File: src/rtl/iomem_ram_arbiter_if.sv
// iomem-style request bus: one requester and one responder.
// The requester holds valid until it sees the one-cycle ready pulse.
interface iomem_ram_arbiter_if;
  logic        valid;
  logic        ready;
  logic [31:0] addr;
  logic [31:0] wdata;
  logic [3:0]  wstrb;
  logic [31:0] rdata;

  modport master (output valid, addr, wdata, wstrb, input ready, rdata);
  modport slave  (input valid, addr, wdata, wstrb, output ready, rdata);
endinterface

File: src/rtl/iomem_ram_arbiter.sv
// Two-port arbiter in front of the single-port main RAM.
// Port 0 is the core iomem bus and port 1 is the loader/debug master.
// Arbitration is round-robin, and program mode grants port 1 only.
// A counter stretches every RAM access to LATENCY cycles from grant to ready.
//
// state   | meaning
// --------+-----------------------------------------------------------
// S_IDLE  | arbitrate, latch the winner's request, decode the RAM window
// S_ISSUE | one-cycle RAM command (read enable or byte write strobes)
// S_WAIT  | capture read data on the first cycle, then count out latency
// S_RESP  | ready pulse and read data to the granted port
// S_ERR   | ready + bus_err pulse for an access outside the RAM window
module iomem_ram_arbiter #(
  parameter int unsigned LATENCY       = 16,
  parameter logic [31:0] RAM_BASE_ADDR = 32'h4000_0000,
  parameter logic [31:0] RAM_MASK_ADDR = 32'h000f_ffff,
  parameter int unsigned RAM_DEPTH     = 131072
) (
  input  logic                         clk_i,
  input  logic                         rst_ni,
  iomem_ram_arbiter_if.slave           m0,
  iomem_ram_arbiter_if.slave           m1,
  input  logic                         prog_mode_i,
  output logic [$clog2(RAM_DEPTH)-1:0] mem_addr_o,
  output logic [31:0]                  mem_wr_data_o,
  output logic [3:0]                   mem_wr_strb_o,
  output logic                         mem_rd_en_o,
  input  logic [31:0]                  mem_rd_data_i,
  output logic                         bus_err_o,
  output logic                         busy_o
);

  localparam int ADDR_W = $clog2(RAM_DEPTH);
  // The counter is loaded with 2 in ISSUE. RESP therefore lands exactly
  // LATENCY cycles after the grant cycle.
  localparam logic [7:0] CNT_LAST = 8'(LATENCY - 1);

  typedef enum logic [2:0] {S_IDLE, S_ISSUE, S_WAIT, S_RESP, S_ERR} state_t;

  state_t      state_q;
  logic        rr_ptr_q;
  logic        port_q;
  logic [3:0]  wstrb_q;
  logic [7:0]  cnt_q;
  logic [31:0] rdata_q;

  logic        ready0_q, ready1_q;
  logic [31:0] rdata0_q, rdata1_q;

  logic        req0, req1, gnt_any, gnt_id, sel_hit;
  logic [31:0] sel_addr, sel_wdata;
  logic [3:0]  sel_wstrb;
  logic [31:0] rd_word;

  assign m0.ready = ready0_q;
  assign m0.rdata = rdata0_q;
  assign m1.ready = ready1_q;
  assign m1.rdata = rdata1_q;

  // Arbitration: eligible requesters, round-robin tie-break, window decode
  always_comb begin
    req0    = m0.valid && !prog_mode_i;
    req1    = m1.valid;
    gnt_any = req0 || req1;
    if (req0 && req1) gnt_id = rr_ptr_q;
    else              gnt_id = req1;
    sel_addr  = gnt_id ? m1.addr  : m0.addr;
    sel_wdata = gnt_id ? m1.wdata : m0.wdata;
    sel_wstrb = gnt_id ? m1.wstrb : m0.wstrb;
    sel_hit   = (sel_addr & ~RAM_MASK_ADDR) == RAM_BASE_ADDR;
  end

  // With a 3-cycle latency the capture cycle is also the last WAIT cycle.
  // In that case the RAM word bypasses the register.
  assign rd_word = (cnt_q == 8'd2 && wstrb_q == 4'b0000) ? mem_rd_data_i : rdata_q;

  // Sequencer: state, latches and all registered outputs
  always_ff @(posedge clk_i or negedge rst_ni) begin
    if (!rst_ni) begin
      state_q       <= S_IDLE;
      rr_ptr_q      <= 1'b0;
      port_q        <= 1'b0;
      wstrb_q       <= 4'b0000;
      cnt_q         <= 8'd0;
      rdata_q       <= 32'd0;
      ready0_q      <= 1'b0;
      ready1_q      <= 1'b0;
      rdata0_q      <= 32'd0;
      rdata1_q      <= 32'd0;
      mem_addr_o    <= '0;
      mem_wr_data_o <= 32'd0;
      mem_wr_strb_o <= 4'b0000;
      mem_rd_en_o   <= 1'b0;
      bus_err_o     <= 1'b0;
      busy_o        <= 1'b0;
    end else begin
      ready0_q      <= 1'b0;
      ready1_q      <= 1'b0;
      rdata0_q      <= 32'd0;
      rdata1_q      <= 32'd0;
      mem_addr_o    <= '0;
      mem_wr_data_o <= 32'd0;
      mem_wr_strb_o <= 4'b0000;
      mem_rd_en_o   <= 1'b0;
      bus_err_o     <= 1'b0;
      case (state_q)
        S_IDLE: begin
          if (gnt_any) begin
            // The ISSUE-cycle command registers double as the request latch.
            // Later changes on the bus are therefore ignored.
            port_q  <= gnt_id;
            wstrb_q <= sel_wstrb;
            rdata_q <= 32'd0;
            busy_o  <= 1'b1;
            if (sel_hit) begin
              state_q       <= S_ISSUE;
              mem_addr_o    <= sel_addr[ADDR_W+1:2];
              mem_wr_data_o <= sel_wdata;
              mem_wr_strb_o <= sel_wstrb;
              mem_rd_en_o   <= (sel_wstrb == 4'b0000);
            end else begin
              state_q   <= S_ERR;
              bus_err_o <= 1'b1;
              if (gnt_id) ready1_q <= 1'b1;
              else        ready0_q <= 1'b1;
            end
          end
        end
        S_ISSUE: begin
          cnt_q   <= 8'd2;
          state_q <= S_WAIT;
        end
        S_WAIT: begin
          cnt_q <= cnt_q + 8'd1;
          if (cnt_q == 8'd2 && wstrb_q == 4'b0000) rdata_q <= mem_rd_data_i;
          if (cnt_q == CNT_LAST) begin
            state_q <= S_RESP;
            if (port_q) begin
              ready1_q <= 1'b1;
              rdata1_q <= rd_word;
            end else begin
              ready0_q <= 1'b1;
              rdata0_q <= rd_word;
            end
          end
        end
        S_RESP, S_ERR: begin
          rr_ptr_q <= ~port_q;
          cnt_q    <= 8'd0;
          busy_o   <= 1'b0;
          state_q  <= S_IDLE;
        end
        default: begin
          state_q <= S_IDLE;
          busy_o  <= 1'b0;
        end
      endcase
    end
  end

endmodule

File: src/flat_wrapper.sv
// flat-port wrapper written by rule: the top's interface ports become plain ports
module iomem_ram_arbiter_flat 
#(
  parameter int unsigned LATENCY       = 16,
  parameter logic [31:0] RAM_BASE_ADDR = 32'h4000_0000,
  parameter logic [31:0] RAM_MASK_ADDR = 32'h000f_ffff,
  parameter int unsigned RAM_DEPTH     = 131072
)
  (clk_i, rst_ni, prog_mode_i, mem_addr_o, mem_wr_data_o, mem_wr_strb_o, mem_rd_en_o, mem_rd_data_i, bus_err_o, busy_o, m0_valid, m0_addr, m0_wdata, m0_wstrb, m0_ready, m0_rdata, m1_valid, m1_addr, m1_wdata, m1_wstrb, m1_ready, m1_rdata);
  iomem_ram_arbiter_if m0_i ();
  iomem_ram_arbiter_if m1_i ();
  input  logic clk_i;
  input  logic rst_ni;
  input  logic prog_mode_i;
  output logic [$clog2(RAM_DEPTH)-1:0] mem_addr_o;
  output logic [31:0] mem_wr_data_o;
  output logic [3:0] mem_wr_strb_o;
  output logic mem_rd_en_o;
  input  logic [31:0] mem_rd_data_i;
  output logic bus_err_o;
  output logic busy_o;
  input wire logic [$bits(m0_i.valid)-1:0] m0_valid;
  input wire logic [$bits(m0_i.addr)-1:0] m0_addr;
  input wire logic [$bits(m0_i.wdata)-1:0] m0_wdata;
  input wire logic [$bits(m0_i.wstrb)-1:0] m0_wstrb;
  output wire logic [$bits(m0_i.ready)-1:0] m0_ready;
  output wire logic [$bits(m0_i.rdata)-1:0] m0_rdata;
  input wire logic [$bits(m1_i.valid)-1:0] m1_valid;
  input wire logic [$bits(m1_i.addr)-1:0] m1_addr;
  input wire logic [$bits(m1_i.wdata)-1:0] m1_wdata;
  input wire logic [$bits(m1_i.wstrb)-1:0] m1_wstrb;
  output wire logic [$bits(m1_i.ready)-1:0] m1_ready;
  output wire logic [$bits(m1_i.rdata)-1:0] m1_rdata;
  assign m0_i.valid = m0_valid;
  assign m0_i.addr = m0_addr;
  assign m0_i.wdata = m0_wdata;
  assign m0_i.wstrb = m0_wstrb;
  assign m0_ready = m0_i.ready;
  assign m0_rdata = m0_i.rdata;
  assign m1_i.valid = m1_valid;
  assign m1_i.addr = m1_addr;
  assign m1_i.wdata = m1_wdata;
  assign m1_i.wstrb = m1_wstrb;
  assign m1_ready = m1_i.ready;
  assign m1_rdata = m1_i.rdata;
  iomem_ram_arbiter #(.LATENCY(LATENCY), .RAM_BASE_ADDR(RAM_BASE_ADDR), .RAM_MASK_ADDR(RAM_MASK_ADDR), .RAM_DEPTH(RAM_DEPTH)) u_core (.clk_i(clk_i), .rst_ni(rst_ni), .m0(m0_i), .m1(m1_i), .prog_mode_i(prog_mode_i), .mem_addr_o(mem_addr_o), .mem_wr_data_o(mem_wr_data_o), .mem_wr_strb_o(mem_wr_strb_o), .mem_rd_en_o(mem_rd_en_o), .mem_rd_data_i(mem_rd_data_i), .bus_err_o(bus_err_o), .busy_o(busy_o));
endmodule
File: config.mk
export PLATFORM = sky130hd
export DESIGN_NAME = iomem_ram_arbiter_flat
export DESIGN_NICKNAME = d
export VERILOG_FILES = /design/src/rtl/iomem_ram_arbiter_if.sv /design/src/rtl/iomem_ram_arbiter.sv /design/src/flat_wrapper.sv
export SDC_FILE = /design/constraint.sdc
export NUM_CORES = 1
export LEC_CHECK = 0
export CORE_MARGIN = 1.5
export CORE_UTILIZATION = 41
export CTS_CLUSTER_DIAMETER = 60
export DETAILED_ROUTE_END_ITERATION = 6
export PLACE_DENSITY = 0.78
export SLEW_MARGIN = 40
export SYNTH_ARGS = -nofsm -noshare
export SYNTH_HDL_FRONTEND = slang
export SYNTH_SLANG_ARGS = --single-unit
File: constraint.sdc
create_clock -name clk_i -period 2.1 [get_ports clk_i]
set_input_delay 0.63 -clock clk_i [delete_from_list [all_inputs] [get_ports clk_i]]
set_output_delay 0.63 -clock clk_i [all_outputs]
set_load 0.01 [all_outputs]
Word level (Yosys, flattened, before mapping). Index checks and enable logic that the tools add are counted.

Word-level logic and storage cells: 91. Flip-flop bits (word level): 171.

Reduce and logical (&&, ||, !) cells: 16. Bitwise operators: 2. Multiplexer cells: 47. Equality and inequality tests: 9. $add $sub $neg: 1.

Operators with widths (number): $mux W32 (13); $pmux W32 S2 (1); $mux W17 (3); $pmux W8 S3 (1); $mux W1 (18); $mux W4 (4); $eq A12 B11 Y1 const B (1); $mux W3 (3); $pmux W3 S3 (1); $add A8 B1 Y8 const B (1); $eq A8 B2 Y1 const B (1); $eq A8 B4 Y1 const B (1); $logic_not A4 Y1 (2); $reduce_and A2 Y1 (4); $eq A3 B2 Y1 const B (2); $pmux W1 S2 (3); $ne A2 B1 Y1 const B (2); $reduce_or A2 Y1 (2); $eq A3 B1 Y1 const B (1); $eq A3 B3 Y1 const B (1); $logic_and A1 B1 Y1 (3); $logic_not A3 Y1 (1); $reduce_bool A3 Y1 (1); $not A1 Y1 (2); 3 further kinds (3).

Logic depth before layout (Yosys ltp). Gate-level depths: netlist of run 1.

Word-level depth: 9. Depth in mapped cells: 7. Depth with buffers taken out: 5.

Worst setup path after synthesis of run 1. No wires, ideal clock.

Path kind: input to register. Start: in m0_addr[27]. End: reg u_core.mem_addr_o[0]. Stages on the path: 6. Data required time: 2.028 ns. Arrival: 1.779 ns. Setup slack: 0.248 ns. Buffers on the path: 2. Setup time: 0.072 ns. Path through: nor4b_1 o2111a_1 buf_2 buf_1 a32oi_1 nor2_1.

Cells in the longest elaborated chain, start to end: 5.

Ends and longest elaborated chain: start: declaration (line flat_wrapper.sv:23) `input wire logic [$bits(m0_i.addr)-1:0] m0_addr;`; $mux W32 (line iomem_ram_arbiter.sv:67) `sel_addr = gnt_id ? m1.addr : m0.addr;`; $eq A12 B11 Y1 (line iomem_ram_arbiter.sv:70) `sel_hit = (sel_addr & ~RAM_MASK_ADDR) == RAM_BASE_ADDR;`; $mux W17 (line iomem_ram_arbiter.sv:115) `if (sel_hit) begin`; $mux W17 (line iomem_ram_arbiter.sv:108) `if (gnt_any) begin`; $mux W17 (line iomem_ram_arbiter.sv:106) `case (state_q)`; end signal: assignment (line iomem_ram_arbiter.sv:117) `mem_addr_o <= sel_addr[ADDR_W+1:2];`; end: declaration (line iomem_ram_arbiter.sv:24) `output logic [$clog2(RAM_DEPTH)-1:0] mem_addr_o,`.

Every way passes these cells. A chain may end at the register's enable or synchronous reset.

Final worst setup path of run 1.
Start: reg u_core.mem_wr_data_o[2]. End: out mem_wr_data_o[2].

RTL lines: start: declaration (line iomem_ram_arbiter.sv:25) `output logic [31:0] mem_wr_data_o,`; start signal: assignment (line iomem_ram_arbiter.sv:118) `mem_wr_data_o <= sel_wdata;`; end: declaration (line flat_wrapper.sv:16) `output logic [31:0] mem_wr_data_o;`.

No word-level cell between the ends.

==> results of run 1 <==
[cell usage after synthesis, types with 2 or more instances]
cell | count | area share [%]
sky130_fd_sc_hd__dfrtp_1 | 171 | 62
sky130_fd_sc_hd__nor2_1 | 124 | 6.7
sky130_fd_sc_hd__mux2i_1 | 70 | 10
sky130_fd_sc_hd__a32oi_1 | 53 | 6.7
sky130_fd_sc_hd__nand2_1 | 47 | 2.5
sky130_fd_sc_hd__inv_1 | 35 | 1.9
sky130_fd_sc_hd__clkbuf_1 | 29 | 1.6
sky130_fd_sc_hd__o21ai_0 | 18 | 1.3
sky130_fd_sc_hd__buf_2 | 9 | 0.65
sky130_fd_sc_hd__nor4_1 | 7 | 0.63
sky130_fd_sc_hd__buf_1 | 6 | 0.32
sky130_fd_sc_hd__a211oi_1 | 5 | 0.54
sky130_fd_sc_hd__a21oi_1 | 5 | 0.36
sky130_fd_sc_hd__o31ai_1 | 5 | 0.54
sky130_fd_sc_hd__buf_6 | 3 | 0.49
sky130_fd_sc_hd__nand3_1 | 3 | 0.22
sky130_fd_sc_hd__nand4_1 | 3 | 0.27
sky130_fd_sc_hd__nor3_1 | 3 | 0.22
sky130_fd_sc_hd__and2_1 | 2 | 0.18
sky130_fd_sc_hd__and3_1 | 2 | 0.18
sky130_fd_sc_hd__and4_1 | 2 | 0.25
sky130_fd_sc_hd__ha_1 | 2 | 0.36
sky130_fd_sc_hd__nor4b_1 | 2 | 0.25
[cells in the final DEF, fill, tap and decap left out, drive strengths merged, types with 2 or more instances in the layout]
cell and instances:
nand2 47, nor3 4, and4 2, and3 2, dfrtp 171, nand4 3, nor4b 2, clkinvlp 2
buf 28, clkdlybuf4s50 287, nand3 3, o31ai 5, mux2i 70, ha 2, and2 2, clkinv 7
a32oi 53, a211oi 5, nor2 124, clkbuf 17, nor4 8, inv 41, o21ai 19, a21oi 5
[final cells by class]
class | instances | area, µm² | area share, %
Sequential cell | 171 | 4280 | 39.5
Inverter | 35 | 131 | 1.21
Clock inverter | 15 | 154 | 1.42
Timing Repair Buffer | 315 | 3220 | 29.8
Clock buffer | 17 | 425 | 3.93
Multi-Input combinational cell | 369 | 2340 | 21.6
Tap cell | 220 | 275 | 2.54
[logic make-up (layout without fill, tap and decap cells)]
family          count (synthesis)  after routing  share of synthesized area (%)
compound gates                 94             94                           10.4
xor+xnor                        1              1                          0.126
fa+ha+maj                       2              2                          0.360
buf+inv                        82            382                           4.92
flops                         171            171                           61.6
mux                            70             70                           10.1
simple gates                  202            202                           12.5
[stage by stage]
stage | setup WS, ns | std cells | total power [W] | cell area [µm²]
after floorplan | 0.248 | 622 | 0.00415 | 6940
after global placement | -0.235 | 1110 | 0.00491 | 10200
after detailed placement | -0.240 | 1110 | 0.00493 | 10200
after CTS | 0.0925 | 1142 | 0.00798 | 10800
after global routing | 0.0795 | 1142 | 0.00825 | 10800
final | 0.108 | 1142 | 0.00789 | 10800
[path summary, 6_finish.rpt]
path | start | end | slack [ns] | depth (start not counted)
max reg2reg | u_core.cnt_q[5]$_DFFE_PN0P_ | u_core.m0.rdata[3]$_DFF_PN0_ | 0.20 | 5
min reg2reg | u_core.wstrb_q[1]$_DFFE_PN0P_ | u_core.wstrb_q[1]$_DFFE_PN0P_ | 0.48 | 2
max | u_core.mem_wr_data_o[2]$_DFF_PN0_ | mem_wr_data_o[2] | 0.11 | 1
min | rst_ni | u_core.m0.rdata[0]$_DFF_PN0_ | 0.09 | 1
max in group asynchronous | rst_ni | u_core.m1.rdata[23]$_DFF_PN0_ | 1.31 | 2
min in group clk_i | u_core.wstrb_q[1]$_DFFE_PN0P_ | u_core.wstrb_q[1]$_DFFE_PN0P_ | 0.48 | 2
[registers in the layout (all words and copies together) (netlist names)]
name and flops:
u_core.busy_o 1, u_core.mem_wr_strb_o 4, u_core.m1.rdata 32, u_core.rdata_q 32
u_core.bus_err_o 1, u_core.wstrb_q 4, u_core.mem_wr_data_o 32, u_core.m0.rdata 32
u_core.m0.ready 1, u_core.port_q 1, u_core.mem_addr_o 17, u_core.state_q 3
u_core.mem_rd_en_o 1, u_core.m1.ready 1, u_core.rr_ptr_q 1, u_core.cnt_q 8
[power by group]
part	total, W	switching [W]	internal (W)	leakage, nW
clock	0.00302	0.00144	0.00158	0.277
sequential	0.00350	0.0000987	0.00340	2.37
combinational	0.00137	0.000721	0.000645	2.16
total	0.00789	0.00226	0.00563	4.81
[metal layers]
layer / track usage (%) / share of wire, % / wire length [µm]
met2: 38.4 / 51 / 9920
met3: 6.54 / 7.1 / 1380
met1: 27.4 / 39 / 7650
met5: 0 / 0 / 0
met4: 8.64 / 2.8 / 539
==> impl_metrics.csv, run 1 <==
group,metric,value,unit
setup_path,crit_family,"buffers and inverters",
cts,clk_pin_slew,0.07,ns
yosys,ys_ff_latch,171,
yosys,netlist_area,0.00694,mm²
timing,fin_crit_sh,94.9,%
setup_path,critical_path.n_buffers_inverters,1,
route,detailedRoute.firstPassIterationCount,5,
yosys,synth-edff-count,0,
cts,cts_tree,"built",
timing,final-setup-viol-count,0,
global_routing,antenna_violations_before_repair,0,
power,worst_ir_drop_vdd,563,µV
floorplan,rows,47,
setup_path,setup.worst_path.end_class,"output port",
timing,timing_max_transition_violations_final,0,
layout,area.growth.synth_to_final,56.0,%
timing,finalClockSkew,0.0104,ns
global_routing,wire_length_of_the_first_global_routing_pass,30600,µm
route,route.detailed.drc,0,
yosys,post_synth.cell_area_avg,11.2,µm²
timing,setup_repair_after_global_routing_missed_its_margin,"no",
place,finalWeightedCongestion,0.803,
setup_path,start_kind,"register",
layout,drive_gt1_share,7.27,%
floorplan,die_span_in_x,133,µm
global_routing,globalRoute.totalOverflow,0,
timing,fin_worst_hold_slack,0.0863,ns
setup_path,path_class,"register to output port",
place,port_buffers,288,
floorplan,design.portCount,295,
cts,max-clock-path-buffers,2,
cts,clk_root_buffer_cell,"sky130_fd_sc_hd__clkbuf_16",
timing,finalHoldViolations,0,
outcome,status,"completed",
cts,clk-insertion-delay-late,0.43,ns
cts,h-tree-depth,4,
yosys,mappedNetlistNets,797,
yosys,synth_async_sr_flop_share,100,%
cts,post_cts_resize_count,0,
yosys,yosys.cell_types.count,39,
global_routing,grt_max_degree,56,
timing,max_slew_margin,68.8,%
flow_run,maxCapViolCount,0,
route,detail_route.wl_per_cell,17.1,µm
cts,post_cts_hold_buffer_count,0,
floorplan,fp.dieH,133,µm
layout,final_util,65.3,%
setup_path,timing.critical_path.fanout_max,1,
setup_path,worstPathCellList,"clkdlybuf4s50_1",
layout,antenna_cells_inserted,0,
place,dp_hpwl,13800,µm
setup_path,critical_path.max_stage_delay,0.59,ns
timing,fmax,502,MHz
layout,nNetsFinal,1084,
route,antenna_left,0,
timing,layout_min_cycle_time,1.99,ns
route,via_per_inst,5.05,
timing,tightestPinTransition,0.468,ns
floorplan,floorplan.die_area,0.0177,mm²
hold_path,min_path_type,"primary input to async pin",
yosys,yosys_most_used_dff,"sky130_fd_sc_hd__dfrtp_1",
layout,fillcell_total,1322,
route,finalWirelength,19500,µm
yosys,ys_warn_count,0,
setup_path,critical_path_arrival,1.36,ns
route,vias,5768,
setup_path,required_time_reported_for_the_critical_path_endpoint,1.47,ns
yosys,seq_area_frac_synth,61.6,%
timing,tns,0,ns
yosys,syn_inst,622,
global_routing,track_usage,22.6,%
floorplan,coreArea,0.0166,mm²
floorplan,effective_utilization_at_floorplan,41.9,%
cts,num_clock_sinks,171,
power,total_leakage_power,4.81,nW
route,initialDrtViolationCount,401,
global_routing,first_global_vias,5750,
cts,cts_post_setup_buffers_inserted,0,
cts,cts-buffers-inserted,17,
power,power_per_cell_area,729,mW/mm²
setup_path,cp_slowest_cell,"sky130_fd_sc_hd__clkdlybuf4s50_1",
No activity file was read; power rests on OpenSTA's default activity.
==> run 2, diff against run 1 <==
- CTS_CLUSTER_SIZE: default -> 40
- SETUP_SLACK_MARGIN: default -> 0.5
==> impl_metrics.csv, run 2 (synthesized netlist as in run 1, its figures left out) <==
group,metric,value,unit
cts,h-tree-depth,4,
setup_path,path_class,"primary input to register",
power,total_leakage_power,5.54,nW
cts,cts_tree,"built",
route,route.detailed.drc,0,
route,detail_route.wl_per_cell,21.9,µm
timing,fmax,577,MHz
setup_path,start_kind,"primary input",
timing,finalClockSkew,0.0155,ns
layout,antenna_cells_inserted,0,
layout,drive_gt1_share,35.9,%
timing,final-setup-viol-count,0,
place,port_buffers,288,
layout,most_common_cell_after_layout_fill_and_taps_aside,"sky130_fd_sc_hd__dfrtp_1",
global_routing,groute.layer.met1.usage,31.8,%
cts,max-clock-path-buffers,2,
place,dp_hpwl,14400,µm
floorplan,fp.dieH,133,µm
global_routing,globalRoute.totalOverflow,0,
route,vias,6594,
floorplan,coreArea,0.0166,mm²
cts,clk_pin_slew,0.08,ns
setup_path,required_time_reported_for_the_critical_path_endpoint,2.44,ns
layout,area.growth.synth_to_final,72.3,%
power,power_per_cell_area,736,mW/mm²
route,detailedRoute.firstPassIterationCount,6,
layout,register_area,0.00428,mm²
route,finalWirelength,26300,µm
floorplan,die_span_in_x,133,µm
setup_path,timing.critical_path.fanout_max,9,
floorplan,design.portCount,295,
global_routing,antenna_violations_before_repair,0,
timing,setup_repair_after_global_routing_missed_its_margin,"yes",
route,initialDrtViolationCount,392,
cts,num_clock_sinks,171,
setup_path,critical_path_arrival,2.07,ns
global_routing,wire_length_of_the_first_global_routing_pass,36800,µm
layout,fillcell_total,1115,
timing,max_slew_margin,70.0,%
layout,final_cell_mix,"167 x sky130_fd_sc_hd__dfrtp_1, 138 x sky130_fd_sc_hd__clkdlybuf4s50_1, 113 x sky130_fd_sc_hd__buf_2",
route,antenna_left,0,
layout,post_route_cell_area,0.0120,mm²
timing,fin_crit_sh,82.5,%
global_routing,track_usage,27.5,%
timing,layout_min_cycle_time,1.73,ns
setup_path,worstPathCellList,"clkdlybuf4s15_1, nor4_4, o2111a_2, buf_8, buf_16, a32oi_1, nor2_1",
global_routing,globalRoute.busiestLayer,"met2",
power,worst_ir_drop_vdd,616,µV
layout,nNetsFinal,1146,
cts,clk-insertion-delay-late,0.44,ns
setup_path,setup.worst_path.end_class,"register",
layout,multi_input_combinational_cell_area,0.00303,mm²
place,finalWeightedCongestion,0.852,
global_routing,first_global_vias,6528,
cts,clk_root_buffer_cell,"sky130_fd_sc_hd__clkbuf_16",
floorplan,floorplan.die_area,0.0177,mm²
setup_path,cp_slowest_cell,"sky130_fd_sc_hd__o2111a_2",
timing,tns,0,ns
cts,cts-buffers-inserted,17,
floorplan,effective_utilization_at_floorplan,41.9,%
timing,tightestPinTransition,0.449,ns
outcome,status,"completed",
timing,timing_max_transition_violations_final,0,
route,via_per_inst,5.48,
global_routing,grt_use_met2,49.2,%
hold_path,min_path_type,"primary input to async pin",
global_routing,grtUsageMet3,6.16,%
cts,post_cts_hold_buffer_count,0,
place,placed_cell_area,0.0104,mm²
floorplan,rows,47,
global_routing,grt_max_degree,46,
timing,finalHoldViolations,0,
setup_path,critical_path.max_stage_delay,0.35,ns
flow_run,maxCapViolCount,0,
-- run 2: layout make-up --
type,count,share of cell area (%)
Sequential cell,171,35.8
Timing Repair Buffer,377,30.4
Multi-Input combinational cell,369,25.3
Clock buffer,19,3.70
Tap cell,220,2.30
Clock inverter,13,1.34
Inverter,35,1.10
-- run 2: per-layer routing --
metal	up-vias	wire, µm	part of all wire, %
li1	2874	-	-
met1	3257	9300	35
met2	364	13900	53
met3	99	1830	7.0
met4	0	1290	4.9
met5	-	0	0
-- run 2: final timing paths --
kind                       cells past startpoint                          start  slack [ns]                             end
max in group asynchronous                      2                         rst_ni        1.37  u_core.mem_addr_o[2]$_DFF_PN0_
min                                            1                         rst_ni        0.12   u_core.m1.rdata[13]$_DFF_PN0_
min in group clk_i                             1    u_core.cnt_q[0]$_DFFE_PN0P_        0.53     u_core.cnt_q[0]$_DFFE_PN0P_
max                                            7                    m0_addr[26]        0.37  u_core.mem_addr_o[3]$_DFF_PN0_
max reg2reg                                    6  u_core.wstrb_q[2]$_DFFE_PN0P_        0.37  u_core.rdata_q[18]$_DFFE_PN0P_
min reg2reg                                    1    u_core.cnt_q[0]$_DFFE_PN0P_        0.53     u_core.cnt_q[0]$_DFFE_PN0P_
-- run 2: critical path, delay by kind of cell --
family | cells | cell delay, ns
AO/OA/AOI/OAI | 2 | 0.42
buffers and inverters | 3 | 0.51
AND/OR/NAND/NOR | 2 | 0.50
-- run 2: power breakdown --
| group | internal [W] | total, W | leakage (nW) | switching [W] |
|---|---|---|---|---|
| registers | 0.00341 | 0.00353 | 2.36 | 0.000123 |
| clock network | 0.00182 | 0.00325 | 0.289 | 0.00143 |
| logic | 0.00103 | 0.00202 | 2.89 | 0.000984 |
| total | 0.00626 | 0.00880 | 5.54 | 0.00254 |
-- run 2: per-stage QoR --
step	util, %	hold slack, ns	std cells	power (W)	worst slack, ns
finish	72.1	0.116	1204	0.00880	0.368
global route	72.1	0.150	1204	0.00910	0.303
CTS	68.6	0.123	1192	0.00864	0.377
detailed placement	62.8	0.493	1118	0.00495	-0.166
global placement	62.8	0.482	1118	0.00494	-0.117
floorplan	-	0.334	622	0.00421	0.453
-- run 2: repair_timing --
action | CTS | global route
buffers inserted | 25 | 7
endpoints found under the setup margin | 281 | 170
gates resized for setup | 603 | 114
pin swaps | 35 | 57
cloned | 17 | 5
==> run 3, diff against run 2 <==
- CORE_UTILIZATION: 41 -> 39
- PLACE_DENSITY: 0.78 -> 0.77
- clock period: 2.1 -> 1.45 ns (I/O delays scaled with it)
==> impl_metrics.csv, run 3 (synthesized netlist as in run 1, its figures left out) <==
group,metric,value,unit
place,dp_hpwl,14700,µm
global_routing,track_usage,27.2,%
setup_path,timing.critical_path.fanout_max,8,
setup_path,start_kind,"register",
place,numPlacedInstances,1151,
global_routing,wire_length_of_the_first_global_routing_pass,37500,µm
cts,clk-insertion-delay-late,0.45,ns
timing,fmax,550,MHz
timing,fin_crit_sh,125,%
hold_path,min_path_type,"primary input to async pin",
floorplan,fp.dieH,136,µm
timing,finalClockSkew,0.0221,ns
floorplan,effective_utilization_at_floorplan,40.0,%
cts,cts_tree,"built",
route,detailedRoute.firstPassIterationCount,5,
power,worst_ir_drop_vdd,907,µV
cts,cts-buffers-inserted,17,
floorplan,design.portCount,295,
route,finalWirelength,27700,µm
setup_path,required_time_reported_for_the_critical_path_endpoint,1.76,ns
route,detail_route.wl_per_cell,22.1,µm
route,initialDrtViolationCount,512,
timing,layout_min_cycle_time,1.82,ns
layout,drive_gt1_share,42.6,%
cts,clk_pin_slew,0.07,ns
layout,final_cell_mix,"169 x sky130_fd_sc_hd__dfrtp_1, 138 x sky130_fd_sc_hd__clkdlybuf4s50_1, 100 x sky130_fd_sc_hd__nor2_1",
timing,fin_worst_hold_slack,-0.120,ns
timing,timing_max_transition_violations_final,0,
timing,tightestPinTransition,0.401,ns
route,antenna_left,0,
place,finalWeightedCongestion,0.823,
outcome,status,"complete, but fails checks",
place,port_buffers,288,
route,vias,6813,
timing,setup_repair_after_global_routing_missed_its_margin,"yes",
layout,finalNonFillerCells,1251,
global_routing,antenna_violations_before_repair,0,
timing,finalHoldViolations,22,
setup_path,critical_path_arrival,2.13,ns
route,via_per_inst,5.45,
cts,h-tree-depth,4,
floorplan,floorplan.die_area,0.0186,mm²
cts,max-clock-path-buffers,2,
floorplan,rows,48,
flow_run,maxCapViolCount,0,
layout,most_common_cell_after_layout_fill_and_taps_aside,"sky130_fd_sc_hd__dfrtp_1",
power,total_leakage_power,5.98,nW
cts,clk_root_buffer_cell,"sky130_fd_sc_hd__clkbuf_16",
layout,area.growth.synth_to_final,90.0,%
setup_path,worstPathCellList,"nor4_4, buf_4, nand4_1, buf_6, clkbuf_16, mux2i_2, nor2_1",
timing,max_slew_margin,73.0,%
outcome,violations,"negative hold slack, negative setup slack",
global_routing,first_global_vias,6840,
cts,num_clock_sinks,171,
setup_path,path_class,"register to register",
global_routing,globalRoute.totalOverflow,0,
setup_path,critical_path.max_stage_delay,0.42,ns
global_routing,grt_max_degree,44,
floorplan,die_span_in_x,136,µm
layout,nNetsFinal,1188,
layout,antenna_cells_inserted,0,
setup_path,cp_slowest_cell,"sky130_fd_sc_hd__dfrtp_2",
route,route.detailed.drc,0,
layout,final_util,76.0,%
power,power_per_cell_area,1060,mW/mm²
timing,final-setup-viol-count,158,
setup_path,setup.worst_path.end_class,"register",
timing,layout_setup_ws,-0.367,ns
floorplan,coreArea,0.0174,mm²
## run 3: cell count changes in the layout (fill, tap and decap cells not counted), moves of 12 or more
cell / previous run / this run
sky130_fd_sc_hd__a32oi_1: 38 / 21
sky130_fd_sc_hd__a32oi_2: 11 / 23
sky130_fd_sc_hd__buf_2: 113 / 73
sky130_fd_sc_hd__buf_4: 35 / 47
sky130_fd_sc_hd__buf_6: 24 / 88
sky130_fd_sc_hd__clkbuf_2: 13 / 0
sky130_fd_sc_hd__dlygate4sd2_1: 5 / 26
sky130_fd_sc_hd__o21ai_0: 15 / 0
## run 3: area by class of cell
class,count,area (µm²)
clock inverter,13,184
timing repair buffer,419,4380
inverter,35,131
sequential,171,4280
fill,1027,4170
tap,225,282
multi-input combinational,369,3490
clock buffer,19,443
## run 3: layer usage
metal  GRT usage [%]  routed length, µm
met5               0                  0
met3            5.26               1900
met2            48.8              14800
met1            30.8               9730
met4            13.2               1280
## run 3: repair_timing
item	in CTS	in global routing
cloned	18	5
resized for setup	690	145
pin swaps	76	48
setup buffers	34	11
hold endpoints to repair	22	22
setup endpoints to repair	293	293
## run 3: where the power goes
| part | switching (W) | total, W | internal [W] | leakage [nW] |
|---|---|---|---|---|
| Clock | 0.00208 | 0.00489 | 0.00281 | 0.307 |
| Sequential | 0.000169 | 0.00510 | 0.00493 | 2.37 |
| Combinational | 0.00193 | 0.00405 | 0.00212 | 3.31 |
## run 3: worst paths after layout
path / from / endpoint / slack [ns] / depth (start not counted)
max in group asynchronous: rst_ni / u_core.state_q[1]$_DFFE_PN0P_ / 1.01 / 2
setup reg to reg: u_core.cnt_q[5]$_DFFE_PN0P_ / u_core.m0.rdata[11]$_DFF_PN0_ / -0.37 / 7
min in group clk_i: u_core.rdata_q[29]$_DFFE_PN0P_ / u_core.rdata_q[29]$_DFFE_PN0P_ / 0.54 / 2
hold reg to reg: u_core.rdata_q[29]$_DFFE_PN0P_ / u_core.rdata_q[29]$_DFFE_PN0P_ / 0.54 / 2
setup / recovery: u_core.cnt_q[5]$_DFFE_PN0P_ / u_core.m0.rdata[11]$_DFF_PN0_ / -0.37 / 7
hold / removal: rst_ni / u_core.m1.rdata[22]$_DFF_PN0_ / -0.12 / 1
## run 3: per-stage QoR
step | setup WS, ns | setup TNS (ns) | instance area [µm²] | power [W] | hold WS [ns]
floorplan | -0.197 | -16.30 | 7260 | 0.00630 | 0.139
global placement | -0.602 | -57.75 | 10700 | 0.00742 | 0.338
detailed placement | -0.622 | -58.18 | 10700 | 0.00745 | 0.341
CTS | -0.315 | -26.53 | 12100 | 0.0132 | -0.117
global route | -0.442 | -40.20 | 13200 | 0.0145 | -0.117
finish | -0.367 | -30.22 | 13200 | 0.0140 | -0.120
## run 3: worst max-delay path, delay by kind of cell (launching register included)
kind / cells / cell delay, ns
AND/OR/NAND/NOR: 3 / 0.51
multiplexers: 1 / 0.23
flip-flops: 1 / 0.42
buffers and inverters: 3 / 0.53
